--- config.mk ---
export PLATFORM = sky130hd
export DESIGN_NAME = power_parity_acc_flat
export DESIGN_NICKNAME = d
export VERILOG_FILES = /design/src/rtl/power_parity_acc_if.sv /design/src/rtl/power_parity_acc.sv /design/src/flat_wrapper.sv
export SDC_FILE = /design/constraint.sdc
export NUM_CORES = 1
export LEC_CHECK = 0
export BUFFER_PORTS_ARGS = -buffer_cell sky130_fd_sc_hd__buf_2
export CORE_UTILIZATION = 45
export CTS_CLUSTER_SIZE = 16
export DETAILED_ROUTE_END_ITERATION = 8
export PLACE_DENSITY = 0.7
export SLEW_MARGIN = 25
export SYNTH_ARGS = -nofsm -noshare
export SYNTH_HDL_FRONTEND = slang
export SYNTH_SLANG_ARGS = --single-unit
--- constraint.sdc ---
create_clock -name clk -period 1.8 [get_ports clk]
set_input_delay 0.36 -clock clk [delete_from_list [all_inputs] [get_ports clk]]
set_output_delay 0.36 -clock clk [all_outputs]
set_load 0.05 [all_outputs]
--- src/rtl/power_parity_acc_if.sv ---
// Handshake bundle for power_parity_acc: input word stream in, frame parity result out.
// The slave modport is the accumulator; master is the producer/consumer side.
interface power_parity_acc_if #(
  parameter int unsigned WIDTH = 3,
  parameter int unsigned CW    = 3
);
  logic             in_valid;
  logic             in_ready;
  logic [WIDTH-1:0] in_data;
  logic             in_last;
  logic             chk_en;
  logic             chk_bit;
  logic             out_valid;
  logic             out_ready;
  logic             out_parity;
  logic             out_err;
  logic [CW-1:0]    out_count;

  modport slave (
    input  in_valid, in_data, in_last, chk_en, chk_bit, out_ready,
    output in_ready, out_valid, out_parity, out_err, out_count
  );

  modport master (
    output in_valid, in_data, in_last, chk_en, chk_bit, out_ready,
    input  in_ready, out_valid, out_parity, out_err, out_count
  );
endinterface

--- src/rtl/power_parity_acc.sv ---
// Frame parity accumulator: XOR-folds up to FRAME_LEN words per frame, then holds the
// parity, word count and optional check result until the consumer takes it.
module power_parity_acc #(
  parameter int unsigned WIDTH     = 3,
  parameter int unsigned FRAME_LEN = 4,
  parameter int unsigned ODD       = 0,
  parameter int unsigned CW        = $clog2(FRAME_LEN + 1)
) (
  input logic               clk,
  input logic               rst,
  power_parity_acc_if.slave bus
);

  typedef enum logic [1:0] {StIdle, StAcc, StHold} state_e;

  state_e          r_state;
  logic            r_acc;
  logic [CW-1:0]   r_count;
  logic            r_out_valid;
  logic            r_out_parity;
  logic            r_out_err;
  logic [CW-1:0]   r_out_count;

  logic            w_in_ready;
  logic            w_accept;
  logic            w_acc_next;
  logic [CW-1:0]   w_count_next;
  logic            w_close;
  logic            w_parity_next;

  // Ready is a pure function of state so producers never see a combinational loop.
  assign w_in_ready    = (r_state != StHold);
  assign w_accept      = bus.in_valid && w_in_ready;
  assign w_acc_next    = r_acc ^ (^bus.in_data);
  assign w_count_next  = r_count + CW'(1);
  assign w_close       = bus.in_last || (w_count_next == CW'(FRAME_LEN));
  assign w_parity_next = w_acc_next ^ (ODD != 0);

  always_ff @(posedge clk or posedge rst) begin
    if (rst) begin
      r_state      <= StIdle;
      r_acc        <= 1'b0;
      r_count      <= '0;
      r_out_valid  <= 1'b0;
      r_out_parity <= 1'b0;
      r_out_err    <= 1'b0;
      r_out_count  <= '0;
    end else begin
      unique case (r_state)
        StIdle, StAcc: begin
          if (w_accept) begin
            r_acc   <= w_acc_next;
            r_count <= w_count_next;
            if (w_close) begin
              r_state      <= StHold;
              r_out_valid  <= 1'b1;
              r_out_parity <= w_parity_next;
              r_out_count  <= w_count_next;
              r_out_err    <= bus.chk_en && (w_parity_next != bus.chk_bit);
            end else begin
              r_state <= StAcc;
            end
          end
        end
        StHold: begin
          if (bus.out_ready) begin
            r_state     <= StIdle;
            r_out_valid <= 1'b0;
            r_acc       <= 1'b0;
            r_count     <= '0;
          end
        end
        default: r_state <= StIdle;
      endcase
    end
  end

  assign bus.in_ready   = w_in_ready;
  assign bus.out_valid  = r_out_valid;
  assign bus.out_parity = r_out_parity;
  assign bus.out_err    = r_out_err;
  assign bus.out_count  = r_out_count;

  a_valid_matches_hold: assert property (@(posedge clk) disable iff (rst)
    r_out_valid == (r_state == StHold));

  a_result_stable: assert property (@(posedge clk) disable iff (rst)
    (r_out_valid && !bus.out_ready) |=>
      (r_out_valid && $stable(r_out_parity) && $stable(r_out_err) && $stable(r_out_count)));

endmodule

--- src/flat_wrapper.sv ---
// flat-port wrapper written by rule: the top's interface ports become plain ports
module power_parity_acc_flat 
#(
  parameter int unsigned WIDTH     = 3,
  parameter int unsigned FRAME_LEN = 4,
  parameter int unsigned ODD       = 0,
  parameter int unsigned CW        = $clog2(FRAME_LEN + 1)
)
  (clk, rst, bus_in_valid, bus_in_data, bus_in_last, bus_chk_en, bus_chk_bit, bus_out_ready, bus_in_ready, bus_out_valid, bus_out_parity, bus_out_err, bus_out_count);
  power_parity_acc_if #(.WIDTH(WIDTH), .CW(CW)) bus_i ();
  input logic clk;
  input logic rst;
  input wire logic [$bits(bus_i.in_valid)-1:0] bus_in_valid;
  input wire logic [$bits(bus_i.in_data)-1:0] bus_in_data;
  input wire logic [$bits(bus_i.in_last)-1:0] bus_in_last;
  input wire logic [$bits(bus_i.chk_en)-1:0] bus_chk_en;
  input wire logic [$bits(bus_i.chk_bit)-1:0] bus_chk_bit;
  input wire logic [$bits(bus_i.out_ready)-1:0] bus_out_ready;
  output wire logic [$bits(bus_i.in_ready)-1:0] bus_in_ready;
  output wire logic [$bits(bus_i.out_valid)-1:0] bus_out_valid;
  output wire logic [$bits(bus_i.out_parity)-1:0] bus_out_parity;
  output wire logic [$bits(bus_i.out_err)-1:0] bus_out_err;
  output wire logic [$bits(bus_i.out_count)-1:0] bus_out_count;
  assign bus_i.in_valid = bus_in_valid;
  assign bus_i.in_data = bus_in_data;
  assign bus_i.in_last = bus_in_last;
  assign bus_i.chk_en = bus_chk_en;
  assign bus_i.chk_bit = bus_chk_bit;
  assign bus_i.out_ready = bus_out_ready;
  assign bus_in_ready = bus_i.in_ready;
  assign bus_out_valid = bus_i.out_valid;
  assign bus_out_parity = bus_i.out_parity;
  assign bus_out_err = bus_i.out_err;
  assign bus_out_count = bus_i.out_count;
  power_parity_acc #(.WIDTH(WIDTH), .FRAME_LEN(FRAME_LEN), .ODD(ODD), .CW(CW)) u_core (.clk(clk), .rst(rst), .bus(bus_i));
endmodule
After elaboration in Yosys (flattened, before gate mapping). Cells that the tools add are included.

Bits of input ports: 10. Output and inout port bits: 7. Word-level logic and storage cells: 41. Bits in registers: 12.

Muxes and demuxes: 13. Equal/unequal tests: 8. Reductions and logical operators: 11. Bitwise operators: 1. Add/sub/neg operators: 1.

Operators with widths (number): 2-bit 2-to-1 mux (3); 3-bit 2-to-1 mux (2); 3-bit one-hot mux with 2 select lines (1); 3-bit AND reduction (2); 1-bit 2-to-1 mux (4); 2-bit by 1-bit inequality test with 1-bit output (second input constant) (2); 2-bit inequality test (second input constant) (2); 1-bit one-hot mux with 2 select lines (2); 2-bit one-hot mux with 2 select lines (1); 4-bit AND reduction (1); 3-bit by 1-bit adder with 3-bit output (second input constant) (1); 3-bit == test (second input constant) (1); 3-bit XOR reduction (1); 2-bit by 1-bit == test with 1-bit output (second input constant) (1); 2-bit == test (second input constant) (1); 1-bit logical AND (2); 2-bit zero test (1); 2-bit AND reduction (1); 2-bit nonzero test (1); 2-bit OR reduction (1); 1-bit logical OR (1); 1-bit inequality test (1); 1-bit bitwise XOR (1).

Longest topological paths before layout.
Depth in word-level cells: 6. Mapped depth: 5. Gate-level depth less buffers: 5.

Worst setup path after synthesis. OpenSTA, ideal clock, no wires.

Path kind: register to register. Start: reg u_core.r_count[0]. End: reg u_core.r_out_count[1], in the netlist u_core.bus.out_count[1]. Path slack: 212 ps. Clock period less this slack: 1588 ps. Path buffers: 0. Required time: 1675 ps. Cell stages (with the launch flop): 6. Library setup time: 125 ps. Arrival time: 1463 ps. Path through: dfrtp_1 > ha_1 > xor2_2 > a21oi_4 > nor2_4 > mux2_4.

Word-level cells in the longest chain between the ends: 4.

RTL lines: from (decl) (RTL line power_parity_acc.sv:18) `logic [CW-1:0] r_count;`; from (signal assigned) (RTL line power_parity_acc.sv:53) `r_count <= w_count_next;`; 3-bit by 1-bit adder with 3-bit output (*) (RTL line power_parity_acc.sv:35) `assign w_count_next = r_count + CW'(1);`; 3-bit == test (RTL line power_parity_acc.sv:36) `assign w_close = bus.in_last || (w_count_next == CW'(FRAME_LEN));`; 1-bit logical OR (RTL line power_parity_acc.sv:36); 3-bit AND reduction (no line); to (signal assigned) (RTL line power_parity_acc.sv:58) `r_out_count <= w_count_next;`; to (decl) (RTL line power_parity_acc.sv:22) `logic [CW-1:0] r_out_count;`.

Every way passes the cells marked *; elsewhere a longest branch is shown, timed or not. A chain may end at the register's enable or synchronous reset.

Worst setup path in the final report.
Start: reg u_core.r_count[0]. End: reg u_core.r_out_count[2], in the netlist u_core.bus.out_count[2].

Same word-level chain as after synthesis.

==> metrics.yaml <==
die_y_um: 39.81
worst_r2r_endpoint: "u_core.bus.out_count[2]"
hpwl_um: 842.4
syn_avg_cell_area_sq_um: 12.13
clk_latency_ps: 260
rsz0062_at_grt: "false"
status: "complete, no violations"
timing.final.crit_period_ps: 1668
hold_viol: 0
syn2layout_area_growth_pct: 17.51
post_cts_resized: 0
grt_max_degree: 13
setup_tns_ps: 0
postCtsHoldBufs: 0
post_cts_buffers: 0
ioPinCount: 17
fin_crit_sh_pct: 92.68
start_util_pct: 48.81
worst_setup_path_end_kind: "register"
synth-xor-area-share_pct: 11.87
grt_pass1_vias: 376
drt-vias-per-instance: 5.259
yosysWarnings: 0
clock_sinks: 12
grt_pass1_wl_mm: 1.628
antenna_left: 0
yosysSeqAreaShare_pct: 46.69
gp_congestion: 0.7248
worst_slew_margin_rel_pct: 70.56
maxCapViolations: 0
antenna_found_initial: 0
antenna_cells: 0
worstPathRequired_ps: 1950
drt_iter0_drc: 3
clock-root-buffer: "clkbuf_4"
vdd.ir_drop.worst_mv: 0.7309
reg2reg_depth: 5
synth_most_common_cell: "dfrtp_1"
yosys-mux-area-fraction_pct: 11.67
route.detailed.drc: 0
synth_adder_area_share_pct: 3.891
nNetsFinal: 84
htree_num_levels: 1
synth-seq-cells: 12
netlist_area_sq_um: 643.1
yosysUniqueCellTypes: 23
syn_inst: 53
hold-worst-slack_ps: 84.70
setup_viol: 0
cts.clk_slew.worst_paths_ps: 60
synth_nets: 65
fp-row-count: 13
die-area_sq_um: 1584
track_usage_pct: 16.84
synth_compound_area_share_pct: 14.01
start_kind: "register"
synthFlopType: "dfrtp_1"
async_flop_share_pct: 100.0
critPathKind: "reg2reg"
synth_top_area_share_pct: 46.69
synth_edf_count: 0
clock_path_buffers: 2
routedWlPerCell_um: 12.36
numCtsBuffers: 3
arrival_ps: 1820
crit_fanout: 7
yosys.area.top_type: "dfrtp_1"
ys_top_cells_by_count: "12 x dfrtp_1, 5 x nand2_1, 5 x o22ai_1"
clock_skew_ps: 2.632
leakage_nw: 0.3650
dr.pass1.iters: 4
drv_slew: 0
r2r_slack_ps: 130
synth_top_family_by_area: "compound AO/OA/AOI/OAI gates"
die_w_um: 39.81
worst_slew_pin_slew_ps: 441.0
drive_above_1_share_pct: 40.00
cts_tree: "built"
vias: 447
grt_overflow: 0
core_sq_um: 1318
wl_mm: 1.051
reg2reg_from: "u_core.r_count[0]"
powerDensity_nw_per_um2: 1809
ys_top_cells_by_area: "dfrtp_1 47%, mux2_4 7.0%, o22ai_1 4.9%, mux2i_1 4.7%, xnor2_1 4.1%"
portBuffers: 16
yosys.area_share.simple_pct: 9.339
clock.fmax_mhz: 599.4
worstHoldPathType: "in2async"
==> logic make-up (layout without fill, tap and decap cells) <==
logic type | count (synthesis) | count (layout)
AO/OA/AOI/OAI | 11 | 11
XOR/XNOR | 7 | 7
adder cells (fa/ha/maj) | 2 | 2
buffers and inverters | 4 | 21
flip-flops | 12 | 12
multiplexers | 6 | 6
AND/OR/NAND/NOR | 11 | 11
==> flip-flops by register name (all words and copies together) (netlist names) <==
register,flops
u_core.r_acc,1
u_core.bus.out_parity,1
u_core.bus.out_count,3
u_core.r_state,2
u_core.r_count,3
u_core.bus.out_valid,1
u_core.bus.out_err,1
==> per-stage QoR <==
stage          utilization, %  instance area (sq um)  power (mW)  setup slack [ps]  cells
2_1_floorplan               -                  643.1       1.081             211.7     53
5_1_grt                 57.36                  755.7       1.467             49.90     85
3_3_place_gp            55.65                  733.2       1.218             166.3     82
4_1_cts                 57.36                  755.7       1.386             120.0     85
3_5_place_dp            55.65                  733.2       1.230             126.2     82
6_report                57.36                  755.7       1.367             131.7     85
==> layout by cell type (no fill, tap or decap), types with 2 or more instances in the layout <==
master    synthesis  final
dfrtp_1          12     12
xor2_1            2      2
buf_2             1     16
ha_1              2      2
mux2i_1           3      3
nand2b_1          2      2
mux2_4            3      3
o22ai_1           5      5
xnor2_1           3      3
nand2_1           5      5
o21ai_0           2      2
clkbuf_4          0      3
inv_1             2      2
==> worst max-delay path, stage by stage, from the launching register on <==
cell and delay [ps]:
dfrtp_1 430, ha_1 260, xor2_2 200, a21oi_4 270, nor2_4 90, mux2_4 300
==> power by group <==
part	switching (mW)	internal (mW)
logic	0.449	0.270
registers	0.108	0.389
clock network	0.0740	0.0772
==> worst max-delay path by stage <==
stage                                  from                 endpoint  slack (ps)  cells after the start
after floorplan           u_core.r_count[0]  u_core.bus.out_count[1]         210                      5
final                     u_core.r_count[0]  u_core.bus.out_count[2]         130                      5
after global routing      u_core.r_count[0]  u_core.bus.out_count[1]          50                      5
after CTS                 u_core.r_count[0]    u_core.bus.out_parity         120                      5
after detailed placement  u_core.r_count[0]    u_core.bus.out_parity         130                      5
after global placement    u_core.r_count[0]  u_core.bus.out_count[1]         170                      5
==> final cells by class <==
type                    instances  area [sq um]
well taps                      15         18.77
clock buffers                   3         22.52
fillers                       123         561.8
flip-flops and latches         12         300.3
repair buffers                 16         80.08
inverters                       2         7.507
multi-input cells              37         326.6
==> layer usage <==
layer / vias to the layer above / routed length [um] / global-route usage, % / part of all wire (%)
met3: 2 / 48 / 10.23 / 4.6
met1: 217 / 505 / 19.86 / 48
met2: 8 / 486 / 23.77 / 46
met4: 0 / 11 / 7.759 / 1.0
met5: - / 0 / 0 / 0
li1: 220 / - / - / -
No activity file was read; power rests on OpenSTA's default activity.
